### src/rtl/mem_access_unit.sv
// Load/store initiator for an external byte-lane memory.
// It takes one request at a time and expands it into four 10-bit byte-address
// lanes, four write-data bytes and a 3-bit write control. Loads capture the
// combinational read bus at the end of ISSUE and are zero- or sign-extended.
// Out-of-range or reserved-size requests fault and never write memory.
module mem_access_unit #(
    parameter int MemSize = 49
) (
    input  logic        clock,
    input  logic        reset,
    input  logic        req_valid,
    output logic        req_ready,
    input  logic        req_store,
    input  logic [1:0]  req_size,
    input  logic        req_signed,
    input  logic [9:0]  req_addr,
    input  logic [31:0] req_wdata,
    output logic [2:0]  control,
    output logic [39:0] Address,
    output logic [7:0]  DW0,
    output logic [7:0]  DW1,
    output logic [7:0]  DW2,
    output logic [7:0]  DW3,
    input  logic [31:0] Read,
    output logic        rsp_valid,
    output logic [31:0] rsp_data,
    output logic        rsp_fault
);

    typedef enum logic [1:0] {IDLE, ISSUE, DONE} state_t;

    state_t      state_reg;
    logic [1:0]  size_reg;
    logic        store_reg;
    logic        signed_reg;
    logic        fault_reg;

    logic        accept;
    logic [2:0]  nbytes_next;
    logic [10:0] last_byte_next;
    logic        fault_next;
    logic [2:0]  control_next;
    logic [39:0] lane_next;
    logic [31:0] load_ext;

    assign accept = req_valid && req_ready;

    // Number of bytes touched by the incoming request; reserved size counts as one.
    always_comb begin
        case (req_size)
            2'd0:    nbytes_next = 3'd1;
            2'd1:    nbytes_next = 3'd2;
            2'd2:    nbytes_next = 3'd4;
            default: nbytes_next = 3'd1;
        endcase
    end

    // Last byte is computed in 11 bits so an address near 1023 cannot wrap back into range.
    assign last_byte_next = {1'b0, req_addr} + {8'd0, nbytes_next} - 11'd1;
    assign fault_next     = (req_size == 2'd3) || (last_byte_next >= 11'(MemSize));
    assign control_next   = (req_store && !fault_next) ? ({1'b0, req_size} + 3'd1) : 3'd0;

    // Little-endian lanes; lanes beyond the access width repeat A0 so that the
    // read bus only depends on bytes actually accessed.
    generate
        for (genvar gi = 0; gi < 4; gi++) begin : g_lane
            assign lane_next[gi*10 +: 10] = (3'(gi) < nbytes_next) ? (req_addr + 10'(gi)) : req_addr;
        end
    endgenerate

    // Zero/sign extension of the captured read bus according to the registered size.
    always_comb begin
        case (size_reg)
            2'd0:    load_ext = signed_reg ? {{24{Read[7]}}, Read[7:0]}   : {24'd0, Read[7:0]};
            2'd1:    load_ext = signed_reg ? {{16{Read[15]}}, Read[15:0]} : {16'd0, Read[15:0]};
            default: load_ext = Read;
        endcase
    end

    // Request FSM with registered memory-side and response-side outputs.
    always_ff @(posedge clock or posedge reset) begin
        if (reset) begin
            state_reg  <= IDLE;
            size_reg   <= 2'd0;
            store_reg  <= 1'b0;
            signed_reg <= 1'b0;
            fault_reg  <= 1'b0;
            req_ready  <= 1'b1;
            control    <= 3'd0;
            Address    <= 40'd0;
            DW0        <= 8'd0;
            DW1        <= 8'd0;
            DW2        <= 8'd0;
            DW3        <= 8'd0;
            rsp_valid  <= 1'b0;
            rsp_data   <= 32'd0;
            rsp_fault  <= 1'b0;
        end else begin
            case (state_reg)
                ISSUE: begin
                    // End of the memory cycle: drop the lanes, sample Read, respond.
                    control   <= 3'd0;
                    Address   <= 40'd0;
                    DW0       <= 8'd0;
                    DW1       <= 8'd0;
                    DW2       <= 8'd0;
                    DW3       <= 8'd0;
                    req_ready <= 1'b1;
                    rsp_valid <= 1'b1;
                    rsp_fault <= fault_reg;
                    rsp_data  <= (fault_reg || store_reg) ? 32'd0 : load_ext;
                    state_reg <= DONE;
                end
                default: begin
                    // IDLE and DONE both accept a new request.
                    rsp_valid <= 1'b0;
                    if (accept) begin
                        size_reg   <= req_size;
                        store_reg  <= req_store;
                        signed_reg <= req_signed;
                        fault_reg  <= fault_next;
                        req_ready  <= 1'b0;
                        control    <= control_next;
                        Address    <= lane_next;
                        DW0        <= req_wdata[7:0];
                        DW1        <= req_wdata[15:8];
                        DW2        <= req_wdata[23:16];
                        DW3        <= req_wdata[31:24];
                        state_reg  <= ISSUE;
                    end else begin
                        state_reg  <= IDLE;
                    end
                end
            endcase
        end
    end

endmodule
### config.mk
export PLATFORM = sky130hd
export DESIGN_NAME = mem_access_unit
export DESIGN_NICKNAME = d
export VERILOG_FILES = /design/src/rtl/mem_access_unit.sv
export SDC_FILE = /design/constraint.sdc
export NUM_CORES = 1
export LEC_CHECK = 0
export BUFFER_PORTS_ARGS = -buffer_cell sky130_fd_sc_hd__buf_2
export CORE_ASPECT_RATIO = 0.5
export CORE_UTILIZATION = 54
export CTS_BUF_LIST = sky130_fd_sc_hd__clkbuf_4 sky130_fd_sc_hd__clkbuf_8 sky130_fd_sc_hd__clkbuf_16
export DETAILED_ROUTE_END_ITERATION = 12
export PLACE_DENSITY = 0.89
export SETUP_SLACK_MARGIN = 0.3
export SYNTH_ARGS = -nofsm -noshare
export SYNTH_HDL_FRONTEND = slang
export SYNTH_SLANG_ARGS = --single-unit
### constraint.sdc
create_clock -name clock -period 5.95 [get_ports clock]
set_input_delay 0.595 -clock clock [delete_from_list [all_inputs] [get_ports clock]]
set_output_delay 0.595 -clock clock [all_outputs]
set_load 0.005 [all_outputs]
# Yosys cells after proc, flatten, opt, wreduce, memory -nomap -nowiden
# Cells that the tools add are included.
# op_classes
n_lt_le_gt_ge	4
add_sub_neg	6
reduce_logical	8
n_eq_ne	5
n_div	0
n_bitwise	1
mux	26
shifts	0
multipliers	0
# ops
operator	count
two-way mux 32 bit	3
two-way mux 40 bit	2
two-way mux 8 bit	8
one-hot mux 32 bit (2 select lines)	1
two-way mux 10 bit	3
adder 10 x 2 -> 10 bit (second input constant)	2
adder 10 x 3 -> 11 bit	1
greater-or-equal comparator 11 x 6 -> 1 bit (second input constant)	1
subtractor 11 x 1 -> 11 bit (second input constant)	1
adder 10 x 1 -> 10 bit (second input constant)	1
two-way mux 3 bit	3
equality test 2 x 1 -> 1 bit (second input constant)	3
< comparator 2 x 3 -> 1 bit (first input constant)	2
one-hot mux 3 bit (2 select lines)	1
equality test 2 bit (second input constant)	2
two-way mux 1 bit	4
adder 2 x 1 -> 3 bit (second input constant)	1
< comparator 1 x 3 -> 1 bit (first input constant)	1
logical AND 1 bit	2
zero test 2 bit	1
logical OR 1 bit	2
two-way mux 2 bit	1
AND reduction 2 bit	1
nonzero test 2 bit	1
2 further kinds	2
# totals
mem_bits_ro	0
reg_bits	117
elab_cells	65
memories	0
latch_bits	0
output_inout_bits	110
ramBits	0
input_bits	81

# Longest topological paths before layout
# logic_depth
depth_word	11
mapped_depth	12
depth_no_buf	12

# Worst setup path before layout
# No wires, ideal clock.
# synth_path
path_kind	input port to flip-flop
startpoint	in req_size[0]
endpoint	reg fault_reg
setup_time_ns	0.129
stages	12
path_buffers	0
setup_slack_ns	2.921
arrival_ns	2.900
t_required_ns	5.821
path_cell_list	inv_1 > ha_1 > inv_1 > ha_1 > inv_1 > ha_1 > fa_1 > a211oi_2 > nor3_1 > nor3_1 > o22ai_1 > o41a_1
# synth_via
elab_chain_len	6
word_cells_on_any_way	8
classes_between	2 x add/sub; 1 x order compare; 3 x eq/ne; 1 x mux; 1 x reduce/logical
# synth_rtl
element	line_no	rtl
start, declared	14	input logic [1:0] req_size,
equality test 2 bit / equality test 2 x 1 -> 1 bit (equally long branches)	50	case (req_size)
one-hot mux 3 bit (2 select lines)	50	
adder 10 x 3 -> 11 bit	59	assign last_byte_next = {1'b0, req_addr} + {8'd0, nbytes_next} - 11'd1;
subtractor 11 x 1 -> 11 bit	59	
greater-or-equal comparator 11 x 6 -> 1 bit	60	assign fault_next = (req_size == 2'd3) || (last_byte_next >= 11'(MemSize));
logical OR 1 bit (*)	60	
end signal, assigned	121	fault_reg <= fault_next;
end, declared	36	logic fault_reg;
# Mark *: on every way between the ends. The rest lies on a longest branch, timed or not.
# A chain may end at the register's enable or synchronous reset.

# Worst setup path after layout
# Ends and elaborated chain as after synthesis.

==> out/results.txt <==
Post-layout nets - 816
clock tree buffer depth - 2
Die W - 145 um
DP Wirelength - 10100 um
peak supply drop - 0.000221 V
Largest register FFs - 39
DRT antenna net count - 0
initial core utilization - 57.0%
crit-path cells - buf_2 > inv_1 > ha_1 > inv_1 > ha_1 > inv_1 > ha_1 > a21o_1 > and4b_1 > o311ai_1 > nand4_1 > o41a_1
Leakage - 3.73 nW
mux cell area share after synthesis - 0.362%
Pint - 0.00200 W
Clock Pin Slew Worst Setup and Hold Paths - 60 ps
Flop pwr share - 41.3%
row count - 25
final setup vio count - 0
pin count of the biggest net entering global routing - 73
Reg area - 0.00288 mm^2
most common flop cell mapped by yosys - dfrtp_1
Yosys warnings - 0
HP Class - input port to asynchronous set/reset pin
max-cap violations - 0
Buf/Inv on CP - 4
# resized after CTS - 0
1st-iter DRT viols - 333
Top reg by flops - Address
WP data arrival - 3500 ps
fmax - 0.311 GHz
slowest CP cell - o41a_1
global-route wire length before repair - 23400 um
Gate Count Post-Synth - 532
final hold violation count - 0
hold_buf cts - 0
Area Growth Syn to Fin - 28.3%
Async S/R FF share, synth - 100%
synthesized flop and latch total - 115
chip height - 73.6 um
Psw - 0.000962 W
Crit path required time - 6230 ps
Setup crit end kind - flop
Clock Latency Late Sink - 410 ps
met2 usage - 48.9%
period utilisation layout - 54.1%
Setup Skew - 8.04 ps
Pre-antenna DRT Iters - 5
core region area - 0.00970 mm^2
Setup Buffers After CTS - 0
Clock Power Share - 32.2%
Sink Count - 115
min Tclk post-route - 3220 ps
clock root buffer - clkbuf_16
Largest regs - Address (39), rsp_data (32)
initial antenna violation count - 0
commonest non-fill, non-tap cell in the layout - buf_2
Critical Path Max Stage Delay - 440 ps
DRC - 0
Congestion Overflow GR - 0
RSZ-0062 raised after global routing - false
relative slew slack - 40.0%
wire per inst - 17.4 um
Fill cells - 691
final wirelength - 15000 um
Comb power frac - 26.5%
syn_area_per_cell - 10.4 um^2
cell area after synthesis - 0.00553 mm^2
Switching Share - 32.5%
CP Max Fanout - 12
Worst Setup Start Kind - input port
met1 usage - 35.5%
CP delay by family, top - adder cells
antenna diode count - 0
Synth Net Count - 638
share of layout cells above drive strength 1 - 32.6%
Synth Area in Compound Gates - 19.5%
post-synthesis sequential area ratio - 52.0%
Port Buffers - 190
XOR/XNOR share of the synthesized area - 4.28%
layer with the highest usage - met2
vias in the first global route - 4628
H-tree depth - 4
power density cells - 417 mW/mm^2
WS Path Type - input port to flop
Adder-Cell Fraction of Synth Area - 5.79%
largest family of logic cells by synthesized area - compound AO/OA/AOI/OAI gates
multi-input logic area - 0.00239 mm^2
total power - 0.00296 W
I/O pins - 191
Netlist cell types - 51
commonest cells after routing, fill and taps aside - 190 x buf_2, 114 x dfrtp_1, 69 x nand2_1
Vias/cell - 5.65
final setup TNS - 0 ps
Synth Area in Simple Gates - 13.2%
Worst Tran Pin Value - 900 ps
via count - 4850
number of synthesized flops with an enable pin - 0
CTS tree - yes
status - finished clean
met3 usage - 7.89%
Num CTS Buffers - 17
GRT Total Usage - 28.6%
full die area - 0.0107 mm^2
Slew Viols, Final - 0
global placement routability congestion - 0.918
through the flow:
step	util, %	setup WS, ps	std cells	cell area (um^2)	hold WS, ps
5_1_grt	73.2	2610	858	7100	291
6_report	73.2	2730	858	7100	242
2_1_floorplan	-	2310	532	5530	468
3_5_place_dp	67.4	2430	826	6540	463
4_1_cts	73.2	2800	858	7100	258
3_3_place_gp	67.4	2530	826	6540	459
cell usage after synthesis, types with 3 or more instances:
library cell	n	area (um^2)
clkbuf_1	19	71.3
ha_1	24	300
nand4b_1	3	26.3
xnor2_1	26	228
nor2_1	17	63.8
nand2_1	69	259
a21oi_1	6	30.0
nand2b_1	22	138
o21ai_0	53	265
nand3b_1	4	30.0
a21o_1	3	22.5
buf_2	11	55.1
dfrtp_1	114	2850
nand4_1	6	37.5
inv_1	27	101
buf_1	3	11.3
nand3_1	10	50.1
a22o_1	64	561
nor3_1	8	40.0
layer usage:
layer / vias up / share of wire, %
met5: - / 0
met4: 0 / 1.7
met3: 27 / 7.1
met2: 212 / 49
met1: 2389 / 42
li1: 2222 / -
power by group through the flow:
stage,Combinational (W),Clock (W),Sequential [W]
finish,0.000785,0.000954,0.00122
global route,0.000873,0.000996,0.00126
CTS,0.000791,0.000962,0.00122
detailed placement,0.000776,0,0.00123
global placement,0.000752,0,0.00121
floorplan,0.000401,0,0.00121
layout make-up:
class / instances / share of cell area (%)
Timing Repair Buffer: 194 / 13.8
Clock inverter: 15 / 1.89
Clock buffer: 17 / 5.99
Multi-Input combinational cell: 352 / 33.7
Tap cell: 135 / 2.38
Sequential cell: 115 / 40.6
Inverter: 30 / 1.62
cells by family (layout without fill, tap and decap cells):
logic type / after synthesis / after routing
DFF: 115 / 115
xor gates and xnor gates: 27 / 27
AOI/OAI and AO/OA: 149 / 149
and+or+nand+nor: 149 / 149
muxes: 2 / 2
buffers and inverters: 65 / 256
adders and majority gates: 25 / 25
worst paths after layout:
check | from | end | slack, ps | cells after the start
max | req_size[0] | fault_reg | 2730 | 12
min | reset | rsp_data[30] | 240 | 2
max reg2reg | rsp_valid | Address[10] | 3380 | 7
min reg2reg | Address[36] | Address[36] | 470 | 2
max in group asynchronous | reset | Address[37] | 4400 | 3
min in group clock | req_signed | signed_reg | 400 | 3
worst register-to-register path: stages (launching register included):
cell	delay [ps]
dfrtp_1	330
nand2b_1	100
buf_4	360
inv_1	170
a21oi_4	690
buf_4	520
nand2_1	150
o21ai_0	150
(Power assumes the default switching activity.)
